===== src/rtl/alu_req_issuer.sv =====
// alu_req_issuer: buffers ALU requests in a small FIFO and issues them one at a
// time to an external ALU, waits for the matching result flag (or a timeout) and
// returns a single response per request over a valid/ready handshake.
//
// Ports:
//   CLK, RST                      clock, synchronous active-high reset
//   req_valid/req_ready           request handshake; req_func, req_a, req_b payload
//   alu_A, alu_B, alu_FUNC        operands/function presented to the ALU
//   Arith/Logic/CMP/SHIFT_OUT     ALU results; *_Flag result-valid flags
//   rsp_valid/rsp_ready           response handshake; rsp_data, rsp_unit, rsp_err payload
//   busy                          FSM active or requests buffered
//   level                         request buffer occupancy
module alu_req_issuer #(
    parameter int unsigned DATA_WIDTH  = 16,
    parameter int unsigned ARITH_WIDTH = 32,
    parameter int unsigned LOGIC_WIDTH = 16,
    parameter int unsigned CMP_WIDTH   = 2,
    parameter int unsigned SHIFT_WIDTH = 17,
    parameter int unsigned FIFO_DEPTH  = 4,   // power of two, >= 2
    parameter int unsigned TIMEOUT     = 7
) (
    input  logic                          CLK,
    input  logic                          RST,
    input  logic                          req_valid,
    output logic                          req_ready,
    input  logic [3:0]                    req_func,
    input  logic [DATA_WIDTH-1:0]         req_a,
    input  logic [DATA_WIDTH-1:0]         req_b,
    output logic [DATA_WIDTH-1:0]         alu_A,
    output logic [DATA_WIDTH-1:0]         alu_B,
    output logic [3:0]                    alu_FUNC,
    input  logic [ARITH_WIDTH-1:0]        Arith_OUT,
    input  logic [LOGIC_WIDTH-1:0]        Logic_OUT,
    input  logic [CMP_WIDTH-1:0]          CMP_OUT,
    input  logic [SHIFT_WIDTH-1:0]        SHIFT_OUT,
    input  logic                          Arith_Flag,
    input  logic                          Logic_Flag,
    input  logic                          CMP_Flag,
    input  logic                          SHIFT_Flag,
    output logic                          rsp_valid,
    input  logic                          rsp_ready,
    output logic [ARITH_WIDTH-1:0]        rsp_data,
    output logic [1:0]                    rsp_unit,
    output logic                          rsp_err,
    output logic                          busy,
    output logic [$clog2(FIFO_DEPTH):0]   level
);

    localparam int unsigned AW = $clog2(FIFO_DEPTH);
    localparam int unsigned LW = AW + 1;
    localparam int unsigned EW = 4 + 2 * DATA_WIDTH;
    localparam int unsigned CW = $clog2(TIMEOUT + 1);

    localparam logic [LW-1:0] LVL_FULL = LW'(FIFO_DEPTH);
    localparam logic [LW-1:0] LVL_ONE  = LW'(1);
    localparam logic [AW-1:0] PTR_ONE  = AW'(1);
    localparam logic [CW-1:0] CNT_ONE  = CW'(1);
    localparam logic [CW-1:0] CNT_LAST = CW'(TIMEOUT - 1);

    typedef enum logic [1:0] {StIdle, StIssue, StWait, StResp} state_e;

    state_e                 state_q, state_d;
    logic [EW-1:0]          mem [FIFO_DEPTH];
    logic [AW-1:0]          wr_ptr_q, rd_ptr_q;
    logic [LW-1:0]          level_q;
    logic [CW-1:0]          cnt_q, cnt_d;
    logic [DATA_WIDTH-1:0]  a_q, b_q;
    logic [3:0]             func_q;
    logic [ARITH_WIDTH-1:0] data_q, data_d;
    logic [1:0]             unit_q, unit_d;
    logic                   err_q, err_d;

    logic                   push, pop;
    logic [EW-1:0]          head;
    logic [3:0]             flags, exp_flag;
    logic [ARITH_WIDTH-1:0] capture;

    // A full buffer refuses a push even if the head is popped in the same cycle.
    assign req_ready = (level_q < LVL_FULL);
    assign push      = req_valid && req_ready;
    assign pop       = (state_q == StIssue);
    assign head      = mem[rd_ptr_q];

    // The ALU sees the head entry during ISSUE and the last issued entry otherwise.
    assign alu_FUNC  = pop ? head[EW-1 -: 4] : func_q;
    assign alu_A     = pop ? head[2*DATA_WIDTH-1 -: DATA_WIDTH] : a_q;
    assign alu_B     = pop ? head[DATA_WIDTH-1:0] : b_q;

    assign rsp_valid = (state_q == StResp);
    assign rsp_data  = data_q;
    assign rsp_unit  = unit_q;
    assign rsp_err   = err_q;
    assign busy      = (state_q != StIdle) || (level_q != '0);
    assign level     = level_q;

    assign flags    = {SHIFT_Flag, CMP_Flag, Logic_Flag, Arith_Flag};
    assign exp_flag = 4'b0001 << func_q[3:2];

    always_comb begin
        capture = '0;
        unique case (func_q[3:2])
            2'b00: capture = Arith_OUT;
            2'b01: capture = ARITH_WIDTH'(Logic_OUT);
            2'b10: capture = ARITH_WIDTH'(CMP_OUT);
            2'b11: capture = ARITH_WIDTH'(SHIFT_OUT);
            default: capture = '0;
        endcase
    end

    always_comb begin
        state_d = state_q;
        cnt_d   = cnt_q;
        data_d  = data_q;
        unit_d  = unit_q;
        err_d   = err_q;
        unique case (state_q)
            StIdle: begin
                if (level_q != '0) state_d = StIssue;
            end
            StIssue: begin
                cnt_d   = '0;
                state_d = StWait;
            end
            StWait: begin
                unit_d = func_q[3:2];
                if (flags == exp_flag) begin
                    data_d  = capture;
                    err_d   = 1'b0;
                    state_d = StResp;
                end else if (flags != 4'b0000) begin
                    data_d  = '0;
                    err_d   = 1'b1;
                    state_d = StResp;
                end else if (cnt_q == CNT_LAST) begin
                    // This is the TIMEOUT-th empty WAIT cycle.
                    cnt_d   = cnt_q + CNT_ONE;
                    data_d  = '0;
                    err_d   = 1'b1;
                    state_d = StResp;
                end else begin
                    cnt_d = cnt_q + CNT_ONE;
                end
            end
            StResp: begin
                if (rsp_ready) state_d = (level_q != '0) ? StIssue : StIdle;
            end
            default: state_d = StIdle;
        endcase
    end

    always_ff @(posedge CLK) begin
        if (push) mem[wr_ptr_q] <= {req_func, req_a, req_b};
    end

    always_ff @(posedge CLK) begin
        if (RST) begin
            state_q  <= StIdle;
            wr_ptr_q <= '0;
            rd_ptr_q <= '0;
            level_q  <= '0;
            cnt_q    <= '0;
            a_q      <= '0;
            b_q      <= '0;
            func_q   <= '0;
            data_q   <= '0;
            unit_q   <= '0;
            err_q    <= 1'b0;
        end else begin
            state_q <= state_d;
            cnt_q   <= cnt_d;
            data_q  <= data_d;
            unit_q  <= unit_d;
            err_q   <= err_d;
            if (push) wr_ptr_q <= wr_ptr_q + PTR_ONE;
            if (pop) begin
                rd_ptr_q <= rd_ptr_q + PTR_ONE;
                func_q   <= head[EW-1 -: 4];
                a_q      <= head[2*DATA_WIDTH-1 -: DATA_WIDTH];
                b_q      <= head[DATA_WIDTH-1:0];
            end
            if (push && !pop) begin
                level_q <= level_q + LVL_ONE;
            end else if (pop && !push) begin
                level_q <= level_q - LVL_ONE;
            end
        end
    end

endmodule


===== config.mk =====
export PLATFORM = sky130hd
export DESIGN_NAME = alu_req_issuer
export DESIGN_NICKNAME = d
export VERILOG_FILES = /design/src/rtl/alu_req_issuer.sv
export SDC_FILE = /design/constraint.sdc
export NUM_CORES = 1
export LEC_CHECK = 0
export CAP_MARGIN = 20
export CORE_AREA = 3 3 177 179
export DETAILED_ROUTE_END_ITERATION = 10
export DIE_AREA = 0 0 180 182
export PLACE_DENSITY_LB_ADDON = 0.1
export SETUP_SLACK_MARGIN = 0.4
export SYNTH_ARGS = -nofsm -noshare
export SYNTH_HDL_FRONTEND = slang
export SYNTH_SLANG_ARGS = --single-unit

===== constraint.sdc =====
create_clock -name CLK -period 3.2 [get_ports CLK]
set_input_delay 0.64 -clock CLK [delete_from_list [all_inputs] [get_ports CLK]]
set_output_delay 0.64 -clock CLK [all_outputs]
set_load 0.05 [all_outputs]

# Yosys cells after proc, flatten, opt, wreduce, memory -nomap -nowiden
# Memory sizes are Yosys's and may differ from the RTL's. A register that Yosys moved wholly into a read port is not among the register bits.
# Cells that the tools add are included.
# totals
register_bits,83
ramBits,144
in_bits,111
out_inout_bits,77
word_cells,75
mem_count,1
# memory_table
name,words,word_bits,read_ports,rd_ports_with_merged_regs,write_ports,line_no,rtl
mem,4,36,1,1,1,63,logic [EW-1:0] mem [FIFO_DEPTH];
# op_classes
add_sub_neg,5
n_lt_le_gt_ge,1
n_eq_ne,13
n_shift,1
n_mux,26
n_reduce_logical,17
# ops
op,n
32-bit case mux with 4 select lines,1
32-bit 2-to-1 mux,3
16-bit 2-to-1 mux,2
2-bit 2-to-1 mux,7
3-bit 2-to-1 mux,4
2-bit == test (second input constant),4
2-bit case mux with 4 select lines,1
3-bit by 1-bit adder with 3-bit output (second input constant),2
1-bit 2-to-1 mux,6
2-bit inequality test (second input constant),3
3-bit case mux with 2 select lines,1
3-bit AND reduction,2
2-bit nonzero test,3
3-bit nonzero test,2
2-bit by 1-bit adder with 2-bit output (second input constant),2
2-bit by 1-bit == test with 1-bit output (second input constant),2
4-bit == test,1
2-bit zero test,2
4-bit 2-to-1 mux,1
4-bit inequality test (second input constant),1
4-bit nonzero test,1
1-bit by 2-bit left shift with 4-bit output (first input constant),1
3-bit == test (second input constant),1
1-bit logical AND,3
6 further kinds,7

# Logic depth before layout (Yosys ltp)
# Gate-level depths: netlist of the first run.
# logic_depth
depth_word,6
ltp_mapped,11
depth_no_buf,9

# Least setup slack after synthesis of the first run
# Ideal clock, no wire load.
# synth_path
path_type,register to register
from,reg state_q[1]
to,reg level_q[2] (netlist: level[2])
setup_ns,0.070
arrival_time_ns,2.360
required_time_ns,3.130
slack_ns,0.769
stages_incl_launch_ff,12
n_path_buf,2
period_less_slack_ns,2.431
cell_sequence,dfxtp_1 > inv_1 > ha_1 > clkbuf_1 > clkbuf_1 > inv_1 > ha_1 > inv_1 > fa_1 > xor2_1 > or3_1 > a21oi_1
# synth_via
elab_chain_cells,4
elab_cells_between_ends,6
cone_classes,1 x eq/ne; 1 x mux; 4 x reduce/logical
# synth_rtl
item,line_no,rtl
"start, declared",62,"state_e state_q, state_d;"
"start signal, assigned",157,state_q <= StIdle;
"start signal, assigned",169,state_q <= state_d;
2-bit by 1-bit == test with 1-bit output *,81,assign pop = (state_q == StIssue);
1-bit zero test,181,if (push && !pop) begin
1-bit logical AND,181,
3-bit 2-to-1 mux or 2-bit nonzero test (tied branches),n/a,
"end signal, assigned",182,level_q <= level_q + LVL_ONE;
"end signal, assigned",184,level_q <= level_q - LVL_ONE;
"end, declared",65,logic [LW-1:0] level_q;
# Mark *: on every way between the ends. The rest lies on a longest branch, timed or not.
# A chain may end at the register's enable or synchronous reset.

==> results of run 1 <==
[layer usage]
metal,vias up,global-route usage (%)
met2,176,22.9
li1,2504,-
met3,32,3.93
met1,2638,16.7
met5,-,0
met4,4,2.75
[power breakdown]
group | internal (mW) | switching [mW]
clock network | 1.80 | 1.16
logic | 2.25 | 2.47
registers | 3.57 | 0.166
total | 7.61 | 3.80
[cell type report]
| class | count | area, um^2 |
|---|---|---|
| fill | 2661 | 17000 |
| sequential | 229 | 6030 |
| tap | 390 | 488 |
| multi-input combinational | 259 | 2880 |
| inverter | 11 | 41.3 |
| timing repair buffer | 221 | 2400 |
| clock inverter | 14 | 176 |
| clock buffer | 34 | 701 |
[worst reg2reg max path: cells and delay by family (launching register included)]
kind / cells / cell delay [ps]
XOR/XNOR: 1 / 180
AND/OR/NAND/NOR: 1 / 300
AO/OA/AOI/OAI: 1 / 150
adder cells (fa/ha/maj): 3 / 760
flip-flops: 1 / 400
buffers and inverters: 4 / 480
[flip-flops by register name, summed over array words and instances (netlist names), named ones only]
name      cells
a_q          16
b_q          16
cnt_q         3
func_q        4
level         3
mem         144
rd_ptr_q      2
rsp_data     32
rsp_err       1
rsp_unit      2
state_q       2
wr_ptr_q      2
[placed cells by master, fill, tap and decap left out, types with 3 or more instances in the layout]
master and n:
mux2_2 15, nor2b_1 39, and2_2 4, nand2b_1 3
inv_1 11, ha_1 11, clkdlybuf4s50_1 149, buf_4 19
a32o_1 16, o21ai_0 3, nor2_1 15, buf_8 16
mux2_4 35, xor2_1 3, nand2_1 8, clkinv_2 5
bufinv_16 3, buf_12 9, edfxtp_1 144, mux2i_1 4
nand3_1 3, buf_6 23, xnor2_1 3, clkbuf_1 6
clkbuf_16 27, a22o_1 29, or3_1 3, mux4_2 38
a21oi_1 4, dfxtp_1 83
[timing repair]
item / 4_1_cts / 5_1_grt
gates resized for setup: 66 / 35
buffers inserted: 9 / 0
gates cloned: 2 / 1
hold buffers: 0 / 0
endpoints found under the setup margin: 34 / 37
[cells by family (layout without fill, tap and decap cells)]
logic type | after synthesis | in the layout | synth area share (%)
AO/OA/AOI/OAI | 62 | 62 | 6.09
adder cells (fa/ha/maj) | 13 | 13 | 1.91
flip-flops | 229 | 229 | 67.6
multiplexers | 92 | 92 | 16.4
AND/OR/NAND/NOR | 86 | 86 | 5.54
buffers and inverters | 42 | 280 | 1.96
XOR/XNOR | 6 | 6 | 0.589
[worst max-delay path by stage]
stage / from / endpoint / cells after the start
after floorplan: state_q[1] / level[2] / 11
after global placement: Logic_Flag / rsp_data[31] / 6
after detailed placement: Logic_Flag / rsp_data[28] / 6
after CTS: flop / alu_FUNC[2] / 5
after global routing: flop / alu_A[5] / 5
final: flop / alu_B[0] / 5
==> results.toml, run 1 <==
[global_routing]
antenna_found_initial = 2
grt_use_total_pct = 13.3
grt_pass1_vias = 5880
overflow = 0
grt_pass1_wl_um = 34600
grt_max_degree = 37

[route]
wire_per_inst_um = 18.9
dr.pass1.iters = 4
vias = 5354
met1Wirelength_um = 9290
top_layer_used = "met5"
postRouteAntennaNets = 0
drt_iter0_drc = 241
vias_per_cell = 4.62
met3_wirelength_um = 1510
wl_met2_um = 10600
drcViolationCount = 0
totalWireLength_um = 21900

[cells_and_area]
synthToLayoutAreaGrowth_pct = 42.6
final_net_count = 872
fin_area_mm2 = 0.0127
finalNonFillerCells = 1158
layout-drive-gt1-share_pct = 27.6
diodes = 0
post-route-util_pct = 42.8

[floorplan]
io_pins = 188
die_h_um = 182
rows = 63
core_area_mm2 = 0.0297
die_area_mm2 = 0.0328
start_util_pct = 30.0
fp.dieW_um = 180

[worst_setup_path]
crit_top_cell = "buf_12"
path_delay_family = "multiplexers"
slowest_delay_ps = 510
crit_path_end_kind = "primary output"
r2r_cells = 10
cp_max_fo = 5
worstReg2RegStart = "state_q[1]"
r2r_slack_ps = 880
path_cells = "buf_12 -> buf_12 -> mux4_2 -> mux2_4 -> buf_6"
worst_ep_required_time_ps = 2560
critPathBufInv = 3
worstSetupPathType = "reg2out"
timing.rr.end = "level[2]"
crit_slowest_cell = "mux4_2"
startpoint_type = "flop"
cp_data_arrival_time_ps = 2140

[sta]
worst_pin_slew_ps = 762
max-slew-margin-rel_pct = 49.0
finalClockSkew_ps = 10.1
final.setup.worst_slack_ps = 420
fin_tns_setup_ps = 0
finalCritPeriodShare_pct = 86.9
fin_crit_ps = 2780
drv_slew = 0
finalSetupViolations = 0
hold_viol = 0
fmax_mhz = 360
rsz0062_at_grt = "true"
whs_ps = 464

[clock_tree]
clk_pin_slew_ps = 60
insertion_delay_ps = 530
cts_buffers = 26
clock-root-buffer = "clkbuf_16"
h-tree-depth = 1
cts.sinks = 229
cts_tree = "done"
clockBufferDepth = 3

[synthesis]
synth.most_common_cell = "edfxtp_1"
ys_seq_area_share_pct = 67.6
yosysWarnings = 0
synthTopCellsByArea = "edfxtp_1 (48%), dfxtp_1 (19%), mux4_2 (9.6%)"
synth_largest_area_cell = "edfxtp_1"
synth_top_cell_area_share_pct = 48.5
yosysUniqueCellTypes = 40
ys_ff_latch = 229
syn_area_per_cell_um2 = 16.8
synthFlopType = "edfxtp_1"
ys_top_cells_by_count = "edfxtp_1 (144), dfxtp_1 (85), mux2_2 (50)"
syn_nets = 654
netlist_area_mm2 = 0.00892
syn_inst = 530
synth-edff-count = 144
synthArstFlopShare_pct = 0

[placed_design]
post-place-ws_ps = 482
post-place-cells = 1098
io_buffers = 187
finalWeightedCongestion = 0.897
hpwl_um = 14200
placed_area_mm2 = 0.0113

[outcome]
status = "complete, no violations"

[hold_path]
hold_depth = 1
hold_end = "rsp_data[10]"
min_from = "rsp_data[10]"
hp-class = "reg2reg"

[flow_run]
maxCapViolations = 0

[pwr]
finalPower_mw = 11.4
power_density_mw_per_mm2 = 897
vdd_drop_max_uv = 562
power.leakage_nw = 4.46
(Power assumes the default switching activity.)
==> inputs of run 2 (changes only) <==
- CTS_CLUSTER_SIZE: not set -> 30
==> results of run 2 <==
Final layout, timing and power as in run 1 (identical DEF).
